<file path="src/rtl/load_store_unit_if.sv">
// Load/store unit channels: execute-side request/response and the
// request/acknowledge data-memory bus.
interface load_store_unit_req_if #(
`ifdef BIT_COUNT_64
    parameter int XLEN = 64
`else
    parameter int XLEN = 32
`endif
);
    logic            req_valid;
    logic            req_ready;
    logic            is_store;
    logic [2:0]      trunc;
    logic [XLEN-1:0] addr;
    logic [XLEN-1:0] store_data;
    logic            stall;
    logic            resp_valid;
    logic [XLEN-1:0] load_data;
    logic            misaligned;

    modport master (
        output req_valid, is_store, trunc, addr, store_data,
        input  req_ready, stall, resp_valid, load_data, misaligned
    );
    modport slave (
        input  req_valid, is_store, trunc, addr, store_data,
        output req_ready, stall, resp_valid, load_data, misaligned
    );
endinterface

interface load_store_unit_mem_if #(
`ifdef BIT_COUNT_64
    parameter int XLEN = 64
`else
    parameter int XLEN = 32
`endif
);
    logic              mem_req;
    logic              mem_we;
    logic [XLEN-1:0]   mem_addr;
    logic [XLEN-1:0]   mem_wdata;
    logic [XLEN/8-1:0] mem_be;
    logic              mem_ack;
    logic [XLEN-1:0]   mem_rdata;

    modport master (
        output mem_req, mem_we, mem_addr, mem_wdata, mem_be,
        input  mem_ack, mem_rdata
    );
    modport slave (
        input  mem_req, mem_we, mem_addr, mem_wdata, mem_be,
        output mem_ack, mem_rdata
    );
endinterface

</file>
<file path="src/rtl/load_store_unit.sv">
// Memory-stage load/store unit: one bus transaction per request,
// lane alignment of store data and sign/zero extension of loads.
module load_store_unit #(
`ifdef BIT_COUNT_64
    parameter int XLEN = 64
`else
    parameter int XLEN = 32
`endif
) (
    input  logic                  clk,
    input  logic                  reset,
    load_store_unit_req_if.slave  req,
    load_store_unit_mem_if.master mem
);
    localparam int BW = XLEN / 8;
    localparam int OW = $clog2(BW);
    localparam logic [1:0] FULL_SZ = 2'(OW);

    typedef enum logic [1:0] {IDLE, ACCESS, RESP} state_e;

    state_e          state_q, state_d;
    logic            is_store_q, is_store_d;
    logic [2:0]      trunc_q, trunc_d;
    logic [OW-1:0]   off_q, off_d;
    logic            mem_req_q, mem_req_d;
    logic            mem_we_q, mem_we_d;
    logic [XLEN-1:0] mem_addr_q, mem_addr_d;
    logic [XLEN-1:0] mem_wdata_q, mem_wdata_d;
    logic [BW-1:0]   mem_be_q, mem_be_d;
    logic            resp_valid_q, resp_valid_d;
    logic            misaligned_q, misaligned_d;
    logic [XLEN-1:0] load_data_q, load_data_d;

    logic [1:0]      req_sz;
    logic [OW-1:0]   req_off;
    logic            req_mis;
    logic [BW-1:0]   req_mask;

    // log2 of the access size in bytes; unsigned variants share their size
    function automatic logic [1:0] size_log2(input logic [2:0] t);
        case (t)
            3'd0, 3'd3: return 2'd0;
            3'd1, 3'd4: return 2'd1;
            3'd2:       return 2'd2;
            3'd5:       return (XLEN == 64) ? 2'd2 : FULL_SZ;
            default:    return FULL_SZ;
        endcase
    endfunction

    function automatic logic [XLEN-1:0] extend(
        input logic [XLEN-1:0] w,
        input logic [2:0]      t
    );
        logic [XLEN-1:0] r;
        r = w;
        case (t)
            3'd0: r = XLEN'($signed(w[7:0]));
            3'd1: r = XLEN'($signed(w[15:0]));
            3'd2: r = XLEN'($signed(w[31:0]));
            3'd3: r = XLEN'(w[7:0]);
            3'd4: r = XLEN'(w[15:0]);
            3'd5: r = (XLEN == 64) ? XLEN'(w[31:0]) : w;
            default: r = w;
        endcase
        return r;
    endfunction

    assign req_sz   = size_log2(req.trunc);
    assign req_off  = req.addr[OW-1:0];
    assign req_mis  = |(req_off & OW'((1 << req_sz) - 1));
    assign req_mask = BW'((1 << (1 << req_sz)) - 1);

    always_comb begin
        state_d      = state_q;
        is_store_d   = is_store_q;
        trunc_d      = trunc_q;
        off_d        = off_q;
        mem_req_d    = mem_req_q;
        mem_we_d     = mem_we_q;
        mem_addr_d   = mem_addr_q;
        mem_wdata_d  = mem_wdata_q;
        mem_be_d     = mem_be_q;
        resp_valid_d = 1'b0;
        misaligned_d = 1'b0;
        load_data_d  = load_data_q;
        unique case (state_q)
            IDLE: begin
                if (req.req_valid) begin
                    is_store_d = req.is_store;
                    trunc_d    = req.trunc;
                    off_d      = req_off;
                    if (req_mis) begin
                        state_d      = RESP;
                        resp_valid_d = 1'b1;
                        misaligned_d = 1'b1;
                        load_data_d  = '0;
                    end else begin
                        state_d     = ACCESS;
                        mem_req_d   = 1'b1;
                        mem_we_d    = req.is_store;
                        mem_addr_d  = {req.addr[XLEN-1:OW], OW'(0)};
                        mem_wdata_d = req.store_data << {req_off, 3'b000};
                        mem_be_d    = req.is_store ? (req_mask << req_off) : '1;
                    end
                end
            end
            ACCESS: begin
                if (mem.mem_ack) begin
                    state_d      = RESP;
                    mem_req_d    = 1'b0;
                    mem_we_d     = 1'b0;
                    resp_valid_d = 1'b1;
                    if (!is_store_q)
                        load_data_d = extend(mem.mem_rdata >> {off_q, 3'b000}, trunc_q);
                end
            end
            RESP: state_d = IDLE;
            default: state_d = IDLE;
        endcase
    end

    always_ff @(posedge clk) begin
        if (!reset) begin
            state_q      <= IDLE;
            is_store_q   <= 1'b0;
            trunc_q      <= '0;
            off_q        <= '0;
            mem_req_q    <= 1'b0;
            mem_we_q     <= 1'b0;
            mem_addr_q   <= '0;
            mem_wdata_q  <= '0;
            mem_be_q     <= '0;
            resp_valid_q <= 1'b0;
            misaligned_q <= 1'b0;
            load_data_q  <= '0;
        end else begin
            state_q      <= state_d;
            is_store_q   <= is_store_d;
            trunc_q      <= trunc_d;
            off_q        <= off_d;
            mem_req_q    <= mem_req_d;
            mem_we_q     <= mem_we_d;
            mem_addr_q   <= mem_addr_d;
            mem_wdata_q  <= mem_wdata_d;
            mem_be_q     <= mem_be_d;
            resp_valid_q <= resp_valid_d;
            misaligned_q <= misaligned_d;
            load_data_q  <= load_data_d;
        end
    end

    // the pipeline is released in the response cycle
    assign req.req_ready  = (state_q == IDLE);
    assign req.stall      = (state_q == ACCESS) |
                            ((state_q == IDLE) & req.req_valid);
    assign req.resp_valid = resp_valid_q;
    assign req.misaligned = misaligned_q;
    assign req.load_data  = load_data_q;
    assign mem.mem_req    = mem_req_q;
    assign mem.mem_we     = mem_we_q;
    assign mem.mem_addr   = mem_addr_q;
    assign mem.mem_wdata  = mem_wdata_q;
    assign mem.mem_be     = mem_be_q;
endmodule

</file>
<file path="src/flat_wrapper.sv">
// flat-port wrapper written by rule: the top's interface ports become plain ports
module load_store_unit_flat 
#(

    parameter int XLEN = 32

)
  (clk, reset, req_req_valid, req_is_store, req_trunc, req_addr, req_store_data, req_req_ready, req_stall, req_resp_valid, req_load_data, req_misaligned, mem_mem_req, mem_mem_we, mem_mem_addr, mem_mem_wdata, mem_mem_be, mem_mem_ack, mem_mem_rdata);
  load_store_unit_req_if #(.XLEN(XLEN)) req_i ();
  load_store_unit_mem_if #(.XLEN(XLEN)) mem_i ();
  input  logic clk;
  input  logic reset;
  input wire logic [$bits(req_i.req_valid)-1:0] req_req_valid;
  input wire logic [$bits(req_i.is_store)-1:0] req_is_store;
  input wire logic [$bits(req_i.trunc)-1:0] req_trunc;
  input wire logic [$bits(req_i.addr)-1:0] req_addr;
  input wire logic [$bits(req_i.store_data)-1:0] req_store_data;
  output wire logic [$bits(req_i.req_ready)-1:0] req_req_ready;
  output wire logic [$bits(req_i.stall)-1:0] req_stall;
  output wire logic [$bits(req_i.resp_valid)-1:0] req_resp_valid;
  output wire logic [$bits(req_i.load_data)-1:0] req_load_data;
  output wire logic [$bits(req_i.misaligned)-1:0] req_misaligned;
  output wire logic [$bits(mem_i.mem_req)-1:0] mem_mem_req;
  output wire logic [$bits(mem_i.mem_we)-1:0] mem_mem_we;
  output wire logic [$bits(mem_i.mem_addr)-1:0] mem_mem_addr;
  output wire logic [$bits(mem_i.mem_wdata)-1:0] mem_mem_wdata;
  output wire logic [$bits(mem_i.mem_be)-1:0] mem_mem_be;
  input wire logic [$bits(mem_i.mem_ack)-1:0] mem_mem_ack;
  input wire logic [$bits(mem_i.mem_rdata)-1:0] mem_mem_rdata;
  assign req_i.req_valid = req_req_valid;
  assign req_i.is_store = req_is_store;
  assign req_i.trunc = req_trunc;
  assign req_i.addr = req_addr;
  assign req_i.store_data = req_store_data;
  assign req_req_ready = req_i.req_ready;
  assign req_stall = req_i.stall;
  assign req_resp_valid = req_i.resp_valid;
  assign req_load_data = req_i.load_data;
  assign req_misaligned = req_i.misaligned;
  assign mem_mem_req = mem_i.mem_req;
  assign mem_mem_we = mem_i.mem_we;
  assign mem_mem_addr = mem_i.mem_addr;
  assign mem_mem_wdata = mem_i.mem_wdata;
  assign mem_mem_be = mem_i.mem_be;
  assign mem_i.mem_ack = mem_mem_ack;
  assign mem_i.mem_rdata = mem_mem_rdata;
  load_store_unit #(.XLEN(XLEN)) u_core (.clk(clk), .reset(reset), .req(req_i), .mem(mem_i));
endmodule
</file>
<file path="config.mk">
export PLATFORM = sky130hd
export DESIGN_NAME = load_store_unit_flat
export DESIGN_NICKNAME = d
export VERILOG_FILES = /design/src/rtl/load_store_unit_if.sv /design/src/rtl/load_store_unit.sv /design/src/flat_wrapper.sv
export SDC_FILE = /design/constraint.sdc
export NUM_CORES = 1
export LEC_CHECK = 0
export ABC_CLOCK_PERIOD_IN_PS = 2800
export CAP_MARGIN = 40
export CELL_PAD_IN_SITES_DETAIL_PLACEMENT = 0
export CELL_PAD_IN_SITES_GLOBAL_PLACEMENT = 1
export CORE_MARGIN = 5
export CORE_UTILIZATION = 32
export CTS_BUF_LIST = sky130_fd_sc_hd__clkbuf_4
export DETAILED_ROUTE_END_ITERATION = 10
export PLACE_DENSITY_LB_ADDON = 0.08
export SLEW_MARGIN = 20
export SYNTH_ARGS = -nofsm -noshare
export SYNTH_HDL_FRONTEND = slang
export SYNTH_SLANG_ARGS = --single-unit
</file>
<file path="constraint.sdc">
create_clock -name clk -period 2.8 [get_ports clk]
set_input_delay 0.84 -clock clk [delete_from_list [all_inputs] [get_ports clk]]
set_output_delay 0.84 -clock clk [all_outputs]
set_load 0.01 [all_outputs]
</file>
---- Word-level counts from Yosys, hierarchy flattened ----
Index checks and enable logic that the tools add are counted.
storage, ports and cells
  register bits after elaboration ......... 110
  output and inout bits ................... 106
  logic and storage cells ................. 71
operators by class
  reductions and logical operators ........ 13
  bitwise gates (word level) .............. 4
  $add $sub $neg .......................... 2
  shifts and indexed selects .............. 5
  muxes and demuxes ....................... 23
  eq/ne operators ......................... 12
operators by type and width
  kind                                                 number
  two-way mux 32 bit                                   4
  case mux 32 bit (4 select lines)                     1
  case mux 32 bit (2 select lines)                     1
  left shift 1 x 2 -> 32 bit, first input constant     1
  left shift 1 x 32 -> 4 bit, first input constant     1
  left shift 32 x 5 -> 32 bit                          1
  right shift 32 x 5 -> 32 bit                         1
  two-way mux 1 bit                                    8
  != test 2 bit, second input constant                 4
  case mux 2 bit (2 select lines)                      2
  equality test 3 x 1 -> 1 bit, second input constant  2
  equality test 3 x 2 -> 1 bit, second input constant  2
  equality test 3 bit, second input constant           2
  logical NOT 3 bit                                    2
  two-way mux 2 bit                                    3
  case mux 1 bit (2 select lines)                      3
  AND reduction 2 bit                                  3
  OR reduction 2 bit                                   3
  AND reduction 5 bit                                  1
  two-way mux 4 bit                                    1
  AND reduction 4 bit                                  1
  left shift 4 x 2 -> 4 bit                            1
  subtractor 4 x 2 -> 4 bit, second input constant     1
  AND reduction 3 bit                                  1
  other kinds (9)                                      9

---- Logic depth before layout (Yosys ltp) ----
  depth in word-level cells ............... 10
  depth in mapped cells ................... 7
  gate-level depth less buffers ........... 4

---- Worst setup path after synthesis ----
No wires, ideal clock.
  path type ............................... input to register
  start point ............................. input req_addr[0]
  end point ............................... register u_core.mem_wdata_q[15], in the netlist u_core.mem.mem_wdata[15]
  data arrival time ....................... 2,243 ps
  slack ................................... 486 ps
  data required time ...................... 2,730 ps
  stages .................................. 6
  cells stage by stage .................... buf_2 -> and3b_1 -> o32a_4 -> buf_6 -> or4_1 -> a21oi_1
on the way
  cells in the longest elaborated chain, start to end .. 4
  elaborated cells between the ends (all ways) .. 5
ends and longest elaborated chain
  element                                                              RTL line                text
  start: declaration                                                   flat_wrapper.sv:16      input wire logic [$bits(req_i.addr)-1:0] req_addr;
  branches (longest 4 deep; another with left shift 32 x 5 -> 32 bit)  --
  end signal: assignment                                               load_store_unit.sv:144  mem_wdata_q <= mem_wdata_d;
  end: declaration                                                     load_store_unit.sv:28   logic [XLEN-1:0] mem_wdata_q, mem_wdata_d;
Several ways; the timed one is not identified.
A chain may end at the register's enable or synchronous reset.

---- Final worst setup path ----
  start point ............................. input req_req_valid
  end point ............................... output req_stall
on the way
  cells in the longest elaborated chain, start to end .. 2
ends and longest elaborated chain
  element             RTL line                text
  start: declaration  flat_wrapper.sv:13      input wire logic [$bits(req_i.req_valid)-1:0] req_req_valid;
  bitwise AND 1 bit   load_store_unit.sv:155  ((state_q == IDLE) & req.req_valid);
  OR 1 bit            load_store_unit.sv:154  assign req.stall = (state_q == ACCESS) |
  end: declaration    flat_wrapper.sv:19      output wire logic [$bits(req_i.stall)-1:0] req_stall;
No other way between the ends.

==> qor.txt <==
run status - complete, no violations
final number of max-transition violations - 0
total number of H-tree levels - 3
proportion of synthesized chip area in sequential cells - 42.99%
kind of launch point of the worst setup path - input pin
capturing element type of the critical path - output port
Worst Tran Pin Value - 0.5170 ns
synth unique cells - 52
number of buffers added to fix hold violations after cts - 0
remaining design rule violation count - 0
Bufs on Longest Clock Path - 2
CTS tree - done
total routing resource utilization after global routing - 19.11%
num ports - 210
most repeated library cell on the critical path - sky130_fd_sc_hd__nor2_1
buffers inserted by post-CTS timing repair - 0
port bufs - 207
critical-path cell with the highest stage delay - sky130_fd_sc_hd__clkdlybuf4s50_1
clock sinks - 110
flip-flop and latch count after synthesis - 110
worst-case hold slack - 0.4737 ns
worst setup skew after layout - 0.008823 ns
Vias per Instance - 5.251
Ant. Diodes - 0
largest net degree at the start of global routing - 41
initial cell density of the core - 32.48%
Crit path required time - 1.96 ns
Max rail drop VDD - 0.1912 mV
Hold/Removal Path Class - register to register
number of fill cells - 1551
commonest non-fill, non-tap cells in the layout - sky130_fd_sc_hd__clkdlybuf4s50_1, sky130_fd_sc_hd__dfxtp_1, sky130_fd_sc_hd__a21oi_1
post-CTS clock slew at the launch and capture registers of the worst setup and hold paths - 0.16 ns
first-pass GRT wire length - 28.29 mm
setup repair after global routing missed its margin - false
largest cells by area after synthesis - sky130_fd_sc_hd__dfxtp_1, sky130_fd_sc_hd__a21oi_1, sky130_fd_sc_hd__mux2i_1
area grow syn2layout - 48.44%
DRT Wirelength - 18.16 mm
count of synthesis-stage warnings from yosys - 0
via count of the first global-routing pass - 5152
count of TritonRoute iterations in the first routing pass - 5
max capacitance violation total - 0
post-route fraction of the period consumed by the critical path - 91.21%
area of the die - 0.01864 sq mm
# nets final - 871
arrival time at the worst endpoint - 1.71 ns
number of synthesized flops with an enable pin - 0
cells along the critical path - clkdlybuf4s50_1 > nor2_1 > nor2_1 > dlygate4sd2_1
final instance area - 0.007604 sq mm
number of endpoints with negative hold slack in the final report - 0
fmax - 391.6 MHz
Top FF cell, synth - sky130_fd_sc_hd__dfxtp_1
post-synthesis cell count - 576
clock network latency to the later pin of the worst-skew pair - 0.46 ns
Post-Synthesis Mean Instance Area - 8.893 sq um
Netlist Area Pre-Place - 0.005122 sq mm
detailed placer's ending HPWL - 13.29 mm
clock tree root driver cell - sky130_fd_sc_hd__clkbuf_4
GP Congestion - 0.8205
total cell area at the placement stage - 0.007492 sq mm
FP Rows - 46
max-slew headroom at the worst pin - 65.41%
residual antenna-violating net count after detailed routing - 0
cts bufs inserted - 9
critical path type - input pin to output port
average wire per standard cell - 18.40 um
# setup viols final - 0
Final min period - 2.554 ns
Pwr per Cell Area - 433.5 mW/mm^2
top fanout value on the critical path - 2
fraction of layout cells with a size suffix above 1 - 10.38%
leakage power figure - 2.670 nW
die height - 136.5 um
post-synth top area cell - sky130_fd_sc_hd__dfxtp_1
initial antenna violation count - 0
vias - 5183
Core Area - 0.01577 sq mm
total overflow reported by the global router - 0
proportion of netlist area held by the largest area contributor - 42.99%
starting DRC count in detailed routing - 291
Chip Width - 136.5 um
most common cell after layout, fill and taps aside - sky130_fd_sc_hd__clkdlybuf4s50_1
largest incremental delay on the critical path - 0.48 ns
share of async-settable or async-resettable flops after synthesis - 0%
[worst max-delay path: cells and delay by family]
| family | cells | cell delay [ns] |
|---|---|---|
| buffers and inverters | 2 | 0.76 |
| and+or+nand+nor | 2 | 0.12 |
[routing by layer]
| metal | global-route usage [%] | vias to the layer above | part of all wire [%] |
|---|---|---|---|
| met2 | 30.48 | 176 | 46 |
| met5 | 0 | - | 0 |
| met4 | 5.935 | 0 | 1.7 |
| li1 | - | 2524 | - |
| met1 | 24.98 | 2466 | 44 |
| met3 | 5.551 | 17 | 8.2 |
[through the flow]
| stage | setup TNS [ns] | utilization (%) | total power [W] | setup slack, ns | std cells |
|---|---|---|---|---|---|
| 2_1_floorplan | 0 | - | 0.002168 | 0.4861 | 577 |
| 3_3_place_gp | -0.2408 | 47.51 | 0.002645 | -0.03634 | 970 |
| 3_5_place_dp | -1.676 | 47.51 | 0.002652 | -0.08457 | 970 |
| 4_1_cts | 0 | 48.12 | 0.003341 | 0.2386 | 985 |
| 5_1_grt | 0 | 48.21 | 0.003485 | 0.1824 | 987 |
| 6_report | 0 | 48.21 | 0.003296 | 0.2462 | 987 |
[Yosys cell counts, types with 3 or more instances]
cell type,n
sky130_fd_sc_hd__a21oi_1,98
sky130_fd_sc_hd__o21ai_0,55
sky130_fd_sc_hd__mux2_2,17
sky130_fd_sc_hd__or4_1,8
sky130_fd_sc_hd__clkbuf_1,41
sky130_fd_sc_hd__nand4_1,8
sky130_fd_sc_hd__a211oi_1,8
sky130_fd_sc_hd__nand2_1,26
sky130_fd_sc_hd__a221o_1,16
sky130_fd_sc_hd__buf_1,4
sky130_fd_sc_hd__dfxtp_1,110
sky130_fd_sc_hd__o2bb2ai_1,22
sky130_fd_sc_hd__o2111ai_1,9
sky130_fd_sc_hd__inv_1,4
sky130_fd_sc_hd__mux2i_1,33
sky130_fd_sc_hd__nor2b_1,5
sky130_fd_sc_hd__nand3_1,31
sky130_fd_sc_hd__nand2b_1,3
sky130_fd_sc_hd__buf_2,15
sky130_fd_sc_hd__nor2_1,24
[registers in the layout (all words and copies together), names as in the netlist]
| register | count |
|---|---|
| u_core.mem.mem_wdata | 32 |
| u_core.mem.mem_addr | 30 |
| u_core.mem.mem_be | 4 |
| u_core.req.resp_valid | 1 |
| u_core.mem.mem_req | 1 |
| u_core.state_q | 2 |
| u_core.mem.mem_we | 1 |
| u_core.req.misaligned | 1 |
| u_core.req.load_data | 32 |
| u_core.trunc_q | 3 |
| u_core.is_store_q | 1 |
| u_core.off_q | 2 |
[power by group]
group,leakage [nW],internal [W],switching (W)
Combinational,1.72,0.000458,0.000458
Clock,0.0564,0.000169,0.000511
Sequential,0.896,0.00165,0.0000533
Total,2.67,0.00227,0.00102
[path summary, 6_finish.rpt]
check,end,slack (ns),depth (start not counted),start
hold reg to reg,u_core.mem.mem_req,0.47,2,u_core.mem.mem_req
hold / removal,u_core.mem.mem_req,0.47,2,u_core.mem.mem_req
setup / recovery,req_stall,0.25,4,req_req_valid
setup reg to reg,u_core.req.load_data[16],0.89,5,u_core.off_q[0]
[repair_timing]
action,4_1_cts,5_1_grt
hold endpoints to repair,0,0
resized for setup,1,0
endpoints found under the setup margin,1,0
[area by class of cell]
class	count	area [sq um]	share of cell area, %
clock buffer	9	67.56	0.8886
clock inverter	6	30.03	0.3949
inverter	4	15.01	0.1975
multi-input combinational	398	2638	34.69
sequential	110	2202	28.96
tap	216	270.3	3.554
timing repair buffer	244	2381	31.31
[cell families after synthesis]
kind of cell / after synthesis / synth area share [%]
AO/OA/AOI/OAI: 226 / 28.33
AND/OR/NAND/NOR: 118 / 11.92
flip-flops: 110 / 42.99
buffers and inverters: 69 / 5.886
multiplexers: 51 / 10.63
XOR/XNOR: 1 / 0.1710
other: 1 / 0.07321
Note: power is estimated with default switching activity, not from simulation.
